$ cat config.mk
export PLATFORM = sky130hd
export DESIGN_NAME = scv_bus_ctrl
export DESIGN_NICKNAME = d
export VERILOG_FILES = /design/src/rtl/scv_bus_pkg.sv /design/src/rtl/scv_wram.sv /design/src/rtl/scv_bus_ctrl.sv
export SDC_FILE = /design/constraint.sdc
export NUM_CORES = 1
export LEC_CHECK = 0
export BUFFER_PORTS_ARGS = -buffer_cell sky130_fd_sc_hd__buf_4
export CAP_MARGIN = 0
export CORE_UTILIZATION = 52
export CTS_BUF_LIST = sky130_fd_sc_hd__clkbuf_16
export DETAILED_ROUTE_END_ITERATION = 7
export MAX_ROUTING_LAYER = met4
export PLACE_DENSITY = 0.92
export SLEW_MARGIN = 10
export SYNTH_ARGS = -nofsm -noshare
export SYNTH_HDL_FRONTEND = slang
export SYNTH_SLANG_ARGS = --single-unit
$ cat constraint.sdc
create_clock -name CLK -period 4.95 [get_ports CLK]
set_clock_uncertainty 0.2 [all_clocks]
set_input_delay 1.485 -clock CLK [delete_from_list [all_inputs] [get_ports CLK]]
set_output_delay 1.485 -clock CLK [all_outputs]
set_load 0.01 [all_outputs]
$ cat src/rtl/scv_bus_pkg.sv
// Address map, target/state enums and decode helper for the SCV system bus.
// SCV_BUS_WRAM_EN adds the internal work-RAM window at 0xFF80-0xFFFF.
package scv_bus_pkg;

  typedef enum logic [2:0] {TGT_ROM, TGT_VRAM, TGT_IO, TGT_WRAM, TGT_CART, TGT_NONE} e_bus_tgt;
  typedef enum logic [2:0] {IDLE, RD_LAT, RD_CAP, VRAM_WAIT, WR_ISSUE} e_bus_st;

  localparam logic [15:0] ROM_BASE  = 16'h0000;
  localparam logic [15:0] ROM_LIM   = 16'h0FFF;
  localparam logic [15:0] VRAM_BASE = 16'h2000;
  localparam logic [15:0] VRAM_LIM  = 16'h3FFF;
  localparam logic [15:0] IO_BASE   = 16'h3400;
  localparam logic [15:0] IO_LIM    = 16'h340F;
  localparam logic [15:0] WRAM_BASE = 16'hFF80;
  localparam logic [15:0] WRAM_LIM  = 16'hFFFF;
  localparam logic [15:0] CART_BASE = 16'h8000;
  localparam logic [15:0] CART_LIM  = 16'hFFFF;
  localparam logic [7:0]  OPEN_BUS  = 8'hFF;

  function automatic logic in_rng(input logic [15:0] a, input logic [15:0] b, input logic [15:0] l);
    return (a >= b) && (a <= l);
  endfunction

  // First match wins; IO sits inside the VRAM window and must be tested first.
  function automatic e_bus_tgt bus_decode(input logic [15:0] a);
    if (in_rng(a, ROM_BASE, ROM_LIM))   return TGT_ROM;
    if (in_rng(a, IO_BASE, IO_LIM))     return TGT_IO;
    if (in_rng(a, VRAM_BASE, VRAM_LIM)) return TGT_VRAM;
`ifdef SCV_BUS_WRAM_EN
    if (in_rng(a, WRAM_BASE, WRAM_LIM)) return TGT_WRAM;
`endif
    if (in_rng(a, CART_BASE, CART_LIM)) return TGT_CART;
    return TGT_NONE;
  endfunction

endpackage

$ cat src/rtl/scv_wram.sv
// 128x8 single-port work RAM, registered read. Contents survive reset.
module scv_wram (
  input  logic       i_clk,
  input  logic       i_we,
  input  logic [6:0] i_a,
  input  logic [7:0] i_d,
  output logic [7:0] o_q
);
  logic [7:0] r_mem [0:127];

  always_ff @(posedge i_clk) begin
    if (i_we) r_mem[i_a] <= i_d;
    o_q <= r_mem[i_a];
  end
endmodule

$ cat src/rtl/scv_bus_ctrl.sv
// uPD7800 system bus controller: decode, read steering, posted writes, VRAM handshake.
// Define SCV_BUS_WRAM_EN to instantiate the internal 128-byte work RAM.
module scv_bus_ctrl
  import scv_bus_pkg::*;
(
  input  logic        CLK,
  input  logic        RESET,
  input  logic        CP1_POSEDGE,
  input  logic        CP2_NEGEDGE,
  input  logic [15:0] CPU_A,
  input  logic [7:0]  CPU_DB_O,
  input  logic        CPU_WRB,
  input  logic        CPU_M1,
  output logic [7:0]  CPU_DB_I,
  output logic [11:0] ROM_A,
  input  logic [7:0]  ROM_DB,
  output logic [12:0] VRAM_A,
  output logic [7:0]  VRAM_DB_O,
  output logic        VRAM_REQ,
  output logic        VRAM_WE,
  input  logic        VRAM_ACK,
  input  logic [7:0]  VRAM_DB_I,
  output logic [14:0] CART_A,
  input  logic [7:0]  CART_DB,
  output logic        CART_WR,
  output logic [3:0]  IO_A,
  output logic [7:0]  IO_DB_O,
  output logic        IO_WR,
  input  logic [7:0]  IO_DB_I,
  output logic [15:0] FETCH_CNT
);
  e_bus_st     r_st, w_nxt;
  e_bus_tgt    r_tgt, w_tgt;
  logic [14:0] r_addr;
  logic [15:0] r_pa, r_fcnt, w_a;
  logic [7:0]  r_wdata, r_pd, r_dbi, w_d, w_rd_q;
  logic        r_we, r_pend, r_pwrb, r_missed, late_ack;
  logic        w_busy_wr, w_use_pend, w_pend_set, w_start, w_wrb, w_cap, w_deadline;

  // Writes in flight are never aborted; a strobe landing on one is parked in r_pa/r_pd.
  assign w_busy_wr  = (r_st == WR_ISSUE) || ((r_st == VRAM_WAIT) && r_we);
  assign w_use_pend = (r_st == IDLE) && r_pend;
  assign w_pend_set = CP1_POSEDGE && (w_busy_wr || w_use_pend);
  assign w_start    = w_use_pend || (CP1_POSEDGE && !w_busy_wr);
  assign w_a        = w_use_pend ? r_pa   : CPU_A;
  assign w_d        = w_use_pend ? r_pd   : CPU_DB_O;
  assign w_wrb      = w_use_pend ? r_pwrb : CPU_WRB;
  assign w_tgt      = bus_decode(w_a);
  assign w_deadline = (r_st == VRAM_WAIT) && !r_we && CP2_NEGEDGE;

`ifdef SCV_BUS_WRAM_EN
  logic [7:0] w_wram_q;
  scv_wram u_wram (
    .i_clk (CLK),
    .i_we  ((r_st == WR_ISSUE) && (r_tgt == TGT_WRAM)),
    .i_a   (r_addr[6:0]),
    .i_d   (r_wdata),
    .o_q   (w_wram_q)
  );
`endif

  always_comb begin
    w_nxt  = r_st;
    w_cap  = 1'b0;
    w_rd_q = OPEN_BUS;
    case (r_st)
      RD_LAT: begin
        w_nxt = RD_CAP;
        if (r_tgt == TGT_IO) begin
          w_cap  = 1'b1;
          w_rd_q = IO_DB_I;
        end
      end
      RD_CAP: begin
        w_nxt = IDLE;
        w_cap = (r_tgt != TGT_IO);
        case (r_tgt)
          TGT_ROM:  w_rd_q = ROM_DB;
          TGT_CART: w_rd_q = CART_DB;
`ifdef SCV_BUS_WRAM_EN
          TGT_WRAM: w_rd_q = w_wram_q;
`endif
          default:  w_rd_q = OPEN_BUS;
        endcase
      end
      VRAM_WAIT: begin
        if (VRAM_ACK) begin
          w_nxt  = IDLE;
          w_cap  = !r_we && !CP2_NEGEDGE && !r_missed;
          w_rd_q = VRAM_DB_I;
        end
      end
      WR_ISSUE: w_nxt = IDLE;
      default:  w_nxt = IDLE;
    endcase
    // A new access preempts whatever read was pending.
    if (w_start) begin
      w_cap = 1'b0;
      if (w_tgt == TGT_VRAM) w_nxt = VRAM_WAIT;
      else if (w_wrb)        w_nxt = RD_LAT;
      else                   w_nxt = WR_ISSUE;
    end
  end

  always_ff @(posedge CLK) begin
    if (RESET) begin
      r_st     <= IDLE;
      r_tgt    <= TGT_NONE;
      r_addr   <= '0;
      r_wdata  <= '0;
      r_we     <= 1'b0;
      r_pend   <= 1'b0;
      r_pa     <= '0;
      r_pd     <= '0;
      r_pwrb   <= 1'b1;
      r_missed <= 1'b0;
      late_ack <= 1'b0;
      r_dbi    <= OPEN_BUS;
      r_fcnt   <= '0;
    end else begin
      r_st <= w_nxt;
      if (w_start) begin
        r_addr   <= w_a[14:0];
        r_wdata  <= w_d;
        r_we     <= !w_wrb;
        r_tgt    <= w_tgt;
        r_missed <= 1'b0;
      end else if (w_deadline) begin
        r_missed <= 1'b1;
      end
      if (w_deadline) late_ack <= 1'b1;
      if (w_pend_set) begin
        r_pend <= 1'b1;
        r_pa   <= CPU_A;
        r_pd   <= CPU_DB_O;
        r_pwrb <= CPU_WRB;
      end else if (w_use_pend) begin
        r_pend <= 1'b0;
      end
      if (w_cap) r_dbi <= w_rd_q;
      if (CP1_POSEDGE && CPU_M1) r_fcnt <= r_fcnt + 16'd1;
    end
  end

  assign CPU_DB_I  = r_dbi;
  assign FETCH_CNT = r_fcnt;
  assign ROM_A     = r_addr[11:0];
  assign VRAM_A    = r_addr[12:0];
  assign CART_A    = r_addr;
  assign IO_A      = r_addr[3:0];
  assign VRAM_DB_O = r_wdata;
  assign IO_DB_O   = r_wdata;
  assign VRAM_REQ  = (r_st == VRAM_WAIT) && !RESET;
  assign VRAM_WE   = VRAM_REQ && r_we;
  assign CART_WR   = (r_st == WR_ISSUE) && (r_tgt == TGT_CART);
  assign IO_WR     = (r_st == WR_ISSUE) && (r_tgt == TGT_IO);
endmodule

==> results of run 1 <==
==> placed cells by master, fill, tap and decap left out, types with 10 or more instances in the layout <==
cell type | netlist | layout
a311oi_1 | 23 | 23
nand2b_1 | 11 | 11
o21ai_0 | 12 | 12
nor2_1 | 52 | 52
dfxtp_1 | 81 | 81
xor2_1 | 10 | 10
nor3_1 | 10 | 10
nand2_1 | 107 | 107
buf_4 | 37 | 152
nor2b_1 | 19 | 19
a21oi_1 | 27 | 27
a2111oi_0 | 10 | 10
==> worst max path at each step <==
| stage | end | slack, ns | depth (start not counted) |
|---|---|---|---|
| 6_report | VRAM_WE | 1.28 | 4 |
| 2_1_floorplan | VRAM_WE | 1.20 | 3 |
| 5_1_grt | VRAM_WE | 1.24 | 4 |
| 4_1_cts | VRAM_WE | 1.28 | 4 |
| 3_3_place_gp | VRAM_WE | 1.28 | 4 |
| 3_5_place_dp | VRAM_WE | 1.28 | 4 |
==> layout make-up <==
cell class                      count  share of cell area
Sequential cell                    81               0.309
Timing Repair Buffer              152               0.218
Clock inverter                      7              0.0205
Clock buffer                        9              0.0429
Multi-Input combinational cell    350               0.385
Tap cell                           99              0.0236
Inverter                            2             0.00143
==> state kept, by name (all words and copies together), names as in the netlist, 3 cells and up <==
signal	cells
FETCH_CNT	16
r_pa	16
CART_A	15
CPU_DB_I	8
IO_DB_O	8
r_pd	8
r_st	3
r_tgt	3
==> per-stage QoR <==
stage	std cells	power, mW	worst slack [ns]	hold WS [ns]
final	700	1.80	1.28	0.258
after global routing	700	1.89	1.24	0.278
after CTS	700	1.82	1.28	0.257
after detailed placement	684	1.09	1.28	0.248
after global placement	684	1.08	1.28	0.242
after floorplan	505	0.966	1.20	0.237
==> logic make-up after synthesis <==
group | count (synthesis) | share of synthesized area
XOR/XNOR | 15 | 0.0323
adder cells (fa/ha/maj) | 1 | 0.00308
flip-flops | 81 | 0.399
buffers and inverters | 74 | 0.107
AND/OR/NAND/NOR | 235 | 0.272
AO/OA/AOI/OAI | 89 | 0.161
multiplexers | 10 | 0.0259
==> where the power goes <==
group          switching [mW]  internal [mW]
clock                   0.276          0.452
sequential             0.0453          0.695
combinational           0.162          0.171
==> routing by layer <==
| layer | global-route usage | vias to the layer above | wire length (µm) |
|---|---|---|---|
| met5 | - | - | 0 |
| met4 | 0.112 | 0 | 136 |
| met3 | 0.0463 | 12 | 504 |
| met2 | 0.440 | 126 | 5220 |
| met1 | 0.290 | 1809 | 4150 |
| li1 | - | 1887 | - |
==> worst min-delay path: cells and delay by family, from the launching register on <==
kind,cells,cell delay (ns)
DFF,1,0.31
and+or+nand+nor,1,0.05
AOI/OAI and AO/OA,1,0.05
==> summary.txt, run 1 <==
Outcome = completed
Area of the multi-input gates = 2020 µm²
Worst slew margin = 0.236
Final period utilization = 0.741
Slew @ Worst Pin = 1.14 ns
Area leader, netlist = dfxtp_1
Rows = 31
Skew-Pair Late Insertion Delay = 0.33 ns
Crit path largest cell delay = 0.15 ns
I/O pin total = 151
Synth top cells by count = 107 x nand2_1, 81 x dfxtp_1, 52 x nor2_1
Yosys reg bits = 81
Chip height = 90.4 µm
CP Launch Point = RESET
Clk sinks = 81
Min-Delay Path Class = register to register
Setup Crit Path Kind = input port to primary output
PostCTS Resize Cnt = 0
Router iterations before antenna repair = 5
Crit. End Element = primary output
GRT Total Usage = 0.256
Netlist cell types = 44
Initial antenna violation count = 0
Post-synth EDFFs = 0
RSZ-0062 raised after global routing = no
CP max-delay cell = and2_1
Count leader, synth = nand2_1
Largest net degree at the start of global routing = 82
Syn Inst Count = 505
Area of placed instances = 4910 µm²
Longest Clk Path Bufs = 2
Max-slew violation count = 0
Total die area = 8170 µm²
Max Fclk = 273 MHz
Via count = 3834
Antenna Nets Post-Route = 0
Final net count = 660
Max FO, Critical Path = 2
Worst hold start = r_pa[1]$_SDFFE_PP0P_
Final Critical Period = 3.67 ns
Hold Crit Depth = 2
Worst path most repeated cell = buf_4
CP startpoint kind = input port
Worst r2r src = r_st[1]$_SDFFE_PP0P_
Vias/cell = 5.48
Area grow syn2layout = 29.0%
Max rail drop VDD = 0.247 mV
Initial Util = 0.549
Pwr Density = 343 nW/µm²
Core area = 7410 µm²
Register area = 1620 µm²
Post-Route Setup TNS = 0 ns
CP arrival = 1.98 ns
Remaining Overflow, GRT = 0
Share of cells above drive strength 1 = 0.300
Port Buf Inserts = 150
Routed wire length per instance = 14.3 µm
# fillers = 585
Worst EP required = 3.26 ns
Initial DRC count = 269
# setup viols final = 0
Top cell family by delay on the critical path = simple AND/OR/NAND/NOR gates
Setup bufs post-CTS = 0
CP Cell Sequence = buf_4 > nor2_1 > and2_1 > buf_4
Final core utilization = 0.708
First-pass GRT wire length = 16700 µm
Post-Syn Area = 4060 µm²
Number of global-route vias before repair = 3630
Hold Vio Cnt, Final = 0
Post-Route WL = 10000 µm
Worst R2R Setup Slack = 2.38 ns
WP buf/inv = 2
Post-synth ARST share = 0
Root buffer cell = clkbuf_16
Synthesized Nets = 569
DRC viols = 0
Warnings from Yosys = 0
Die width = 90.4 µm
Synth Flop Type = dfxtp_1
Hold-fix buffers at CTS = 0
CTS clk-pin slew, worst paths = 0.06 ns
WHS Endpoint = r_pa[1]$_SDFFE_PP0P_
Top-area cell type share of the netlist area = 0.399
# diodes = 0
Static Leak = 2.20 nW
Placer Congestion = 0.822
Largest cells by area after synthesis = dfxtp_1 40%, nand2_1 9.9%, buf_4 6.8%
CTS tree = yes
Final Cell Area = 5240 µm²
Syn Area/Cell = 8.05 µm²
Sequential share of the synthesized area = 0.399
Reg-to-reg critical path endpoint = r_st[0]$_SDFFE_PP0P_
Max Cap Violations = 0
H-tree Lvls = 3
Num CTS Buffers = 9
Reg2Reg Depth = 5
DP HPWL = 6910 µm
Power figures use the tool's default switching activity.
==> inputs of run 2 (changes only) <==
--- a/config.mk
+++ b/config.mk
@@ -7,11 +7,11 @@
 export LEC_CHECK = 0
 export BUFFER_PORTS_ARGS = -buffer_cell sky130_fd_sc_hd__buf_4
 export CAP_MARGIN = 0
-export CORE_UTILIZATION = 52
+export CORE_UTILIZATION = 50
 export CTS_BUF_LIST = sky130_fd_sc_hd__clkbuf_16
 export DETAILED_ROUTE_END_ITERATION = 7
 export MAX_ROUTING_LAYER = met4
-export PLACE_DENSITY = 0.92
+export PLACE_DENSITY = 0.89
 export SLEW_MARGIN = 10
 export SYNTH_ARGS = -nofsm -noshare
 export SYNTH_HDL_FRONTEND = slang
==> constraint.sdc (replaced) <==
create_clock -name CLK -period 3.5 [get_ports CLK]
set_clock_uncertainty 0.2 [all_clocks]
set_input_delay 1.05 -clock CLK [delete_from_list [all_inputs] [get_ports CLK]]
set_output_delay 1.05 -clock CLK [all_outputs]
set_load 0.01 [all_outputs]
==> run 2 against run 1 <==
Against the previous run:
- power rose by 30%
- setup slack got worse by 0.85 ns
- clock power rose by 13%
- sequential power rose by 42%
- sequential cell count did not move
- global-route usage fell by 1.4 points
- non-clock buffer count rose by 4
- final area fell by 0.69%
- core utilization fell by 4.1 points
- routed wire length fell by 0.51%
- critical path depth did not move
- highest routed layer unchanged
==> summary.txt, run 2 (same netlist as run 1, synthesis figures left out) <==
GRT Total Usage = 0.241
Chip height = 92.2 µm
Number of global-route vias before repair = 3669
CP arrival = 1.82 ns
Setup Crit Path Kind = register to primary output
Design Power = 2.35 mW
Slew @ Worst Pin = 0.899 ns
DP HPWL = 7050 µm
Max FO, Critical Path = 11
Port Buf Inserts = 150
CP startpoint kind = register
Root buffer cell = clkbuf_16
Skew-Pair Late Insertion Delay = 0.33 ns
Initial antenna violation count = 0
Share of cells above drive strength 1 = 0.299
Pwr Density = 451 nW/µm²
NetSw = 0.646 mW
Final period utilization = 0.877
DRC viols = 0
I/O pin total = 151
Hold Vio Cnt, Final = 0
Longest Clk Path Bufs = 2
Switching Share = 0.275
Area of placed instances = 4940 µm²
Initial Util = 0.521
# setup viols final = 0
Hold-fix buffers at CTS = 0
Dpl cells = 691
First-pass GRT wire length = 16200 µm
Routed wire length per instance = 14.1 µm
Most common cell after layout, fill and taps aside = buf_4
CTS clk-pin slew, worst paths = 0.06 ns
Antenna Nets Post-Route = 0
Num CTS Buffers = 9
Via count = 3867
Worst slew margin = 0.399
Remaining Overflow, GRT = 0
Die width = 92.2 µm
Worst Setup EP = VRAM_WE
Worst EP required = 2.25 ns
Non-Filler Instances = 707
Static Leak = 2.19 nW
Final Cell Area = 5210 µm²
Min-Delay Path Class = register to register
Worst r2r src = r_st[1]$_SDFFE_PP0P_
Outcome = completed
Final Critical Period = 3.07 ns
Router iterations before antenna repair = 5
Area grow syn2layout = 28.1%
CP Launch Point = r_st[1]$_SDFFE_PP0P_
Post-Route Setup TNS = 0 ns
Clock power frac = 0.351
Max-slew violation count = 0
Setup bufs post-CTS = 0
Post-Route WL = 9960 µm
Pint = 1.70 mW
Placer Congestion = 0.834
Rows = 32
Commonest cells after routing, fill and taps aside = 156 x buf_4, 107 x nand2_1, 81 x dfxtp_1
Reg power frac = 0.446
# diodes = 0
Vias/cell = 5.47
PostCTS Resize Cnt = 0
Reg-to-reg critical path endpoint = r_tgt[0]$_SDFFE_PP1P_
Max Fclk = 326 MHz
H-tree Lvls = 3
Comb power frac = 0.203
Worst R2R Setup Slack = 1.15 ns
Reg2Reg Depth = 6
CTS tree = yes
Total die area = 8490 µm²
Crit. End Element = primary output
Initial DRC count = 225
Clk sinks = 81
Max Cap Violations = 0
Largest net degree at the start of global routing = 82
Core area = 7810 µm²
Max rail drop VDD = 0.250 mV
RSZ-0062 raised after global routing = no
Final net count = 664
Worst hold start = r_pa[1]$_SDFFE_PP0P_
## run 2: cell types whose count changed in the layout (fill, tap and decap cells not counted)
cell / previous run / this run
inv_1: 2 / 3
inv_8: 2 / 0
clkinv_1: 0 / 2
bufinv_16: 2 / 0
inv_6: 2 / 1
clkinv_2: 0 / 2
buf_4: 152 / 156
## run 2: metal layers
metal / vias to the layer above / part of all wire / GRT usage
met5: - / 0 / -
met4: 0 / 0.018 / 0.0964
met3: 19 / 0.049 / 0.0357
met2: 133 / 0.51 / 0.427
met1: 1818 / 0.42 / 0.273
li1: 1897 / - / -
## run 2: worst max-delay path, cell delays in order (launching register included)
cell	delay (ns)
dfxtp_1	0.56
nand3b_1	0.42
nor2_1	0.25
and2_1	0.15
buf_4	0.11
## run 2: metrics by stage
step,utilization,setup slack (ns),hold WS [ns]
after detailed placement,0.633,0.663,0.248
after floorplan,-,0.617,0.237
after global routing,0.667,0.258,0.278
final,0.667,0.430,0.254
after CTS,0.667,0.427,0.256
after global placement,0.633,0.689,0.242
## run 2: power by group through the flow
stage	logic, mW	clock network (mW)	registers, mW
3_3_place_gp	0.466	0	1.06
4_1_cts	0.479	0.843	1.05
3_5_place_dp	0.478	0	1.07
5_1_grt	0.520	0.877	1.06
2_1_floorplan	0.303	0	1.06
6_report	0.477	0.825	1.05
## run 2: worst min-delay path by stage
stage	cells past startpoint	endpoint
after floorplan	2	r_pa[0]$_SDFFE_PP0P_
after global routing	2	r_pa[0]$_SDFFE_PP0P_
after detailed placement	2	r_pd[0]$_SDFFE_PP0P_
after CTS	2	r_pa[3]$_SDFFE_PP0P_
after global placement	2	r_pa[3]$_SDFFE_PP0P_
final	2	r_pa[1]$_SDFFE_PP0P_
## run 2: layout make-up
| class | count | area (µm²) |
|---|---|---|
| well taps | 102 | 128 |
| clock buffers | 9 | 225 |
| multi-input cells | 350 | 2020 |
| clock inverters | 7 | 37.5 |
| inverters | 2 | 7.51 |
| flip-flops and latches | 81 | 1620 |
| repair buffers | 156 | 1170 |
| fillers | 674 | 2600 |
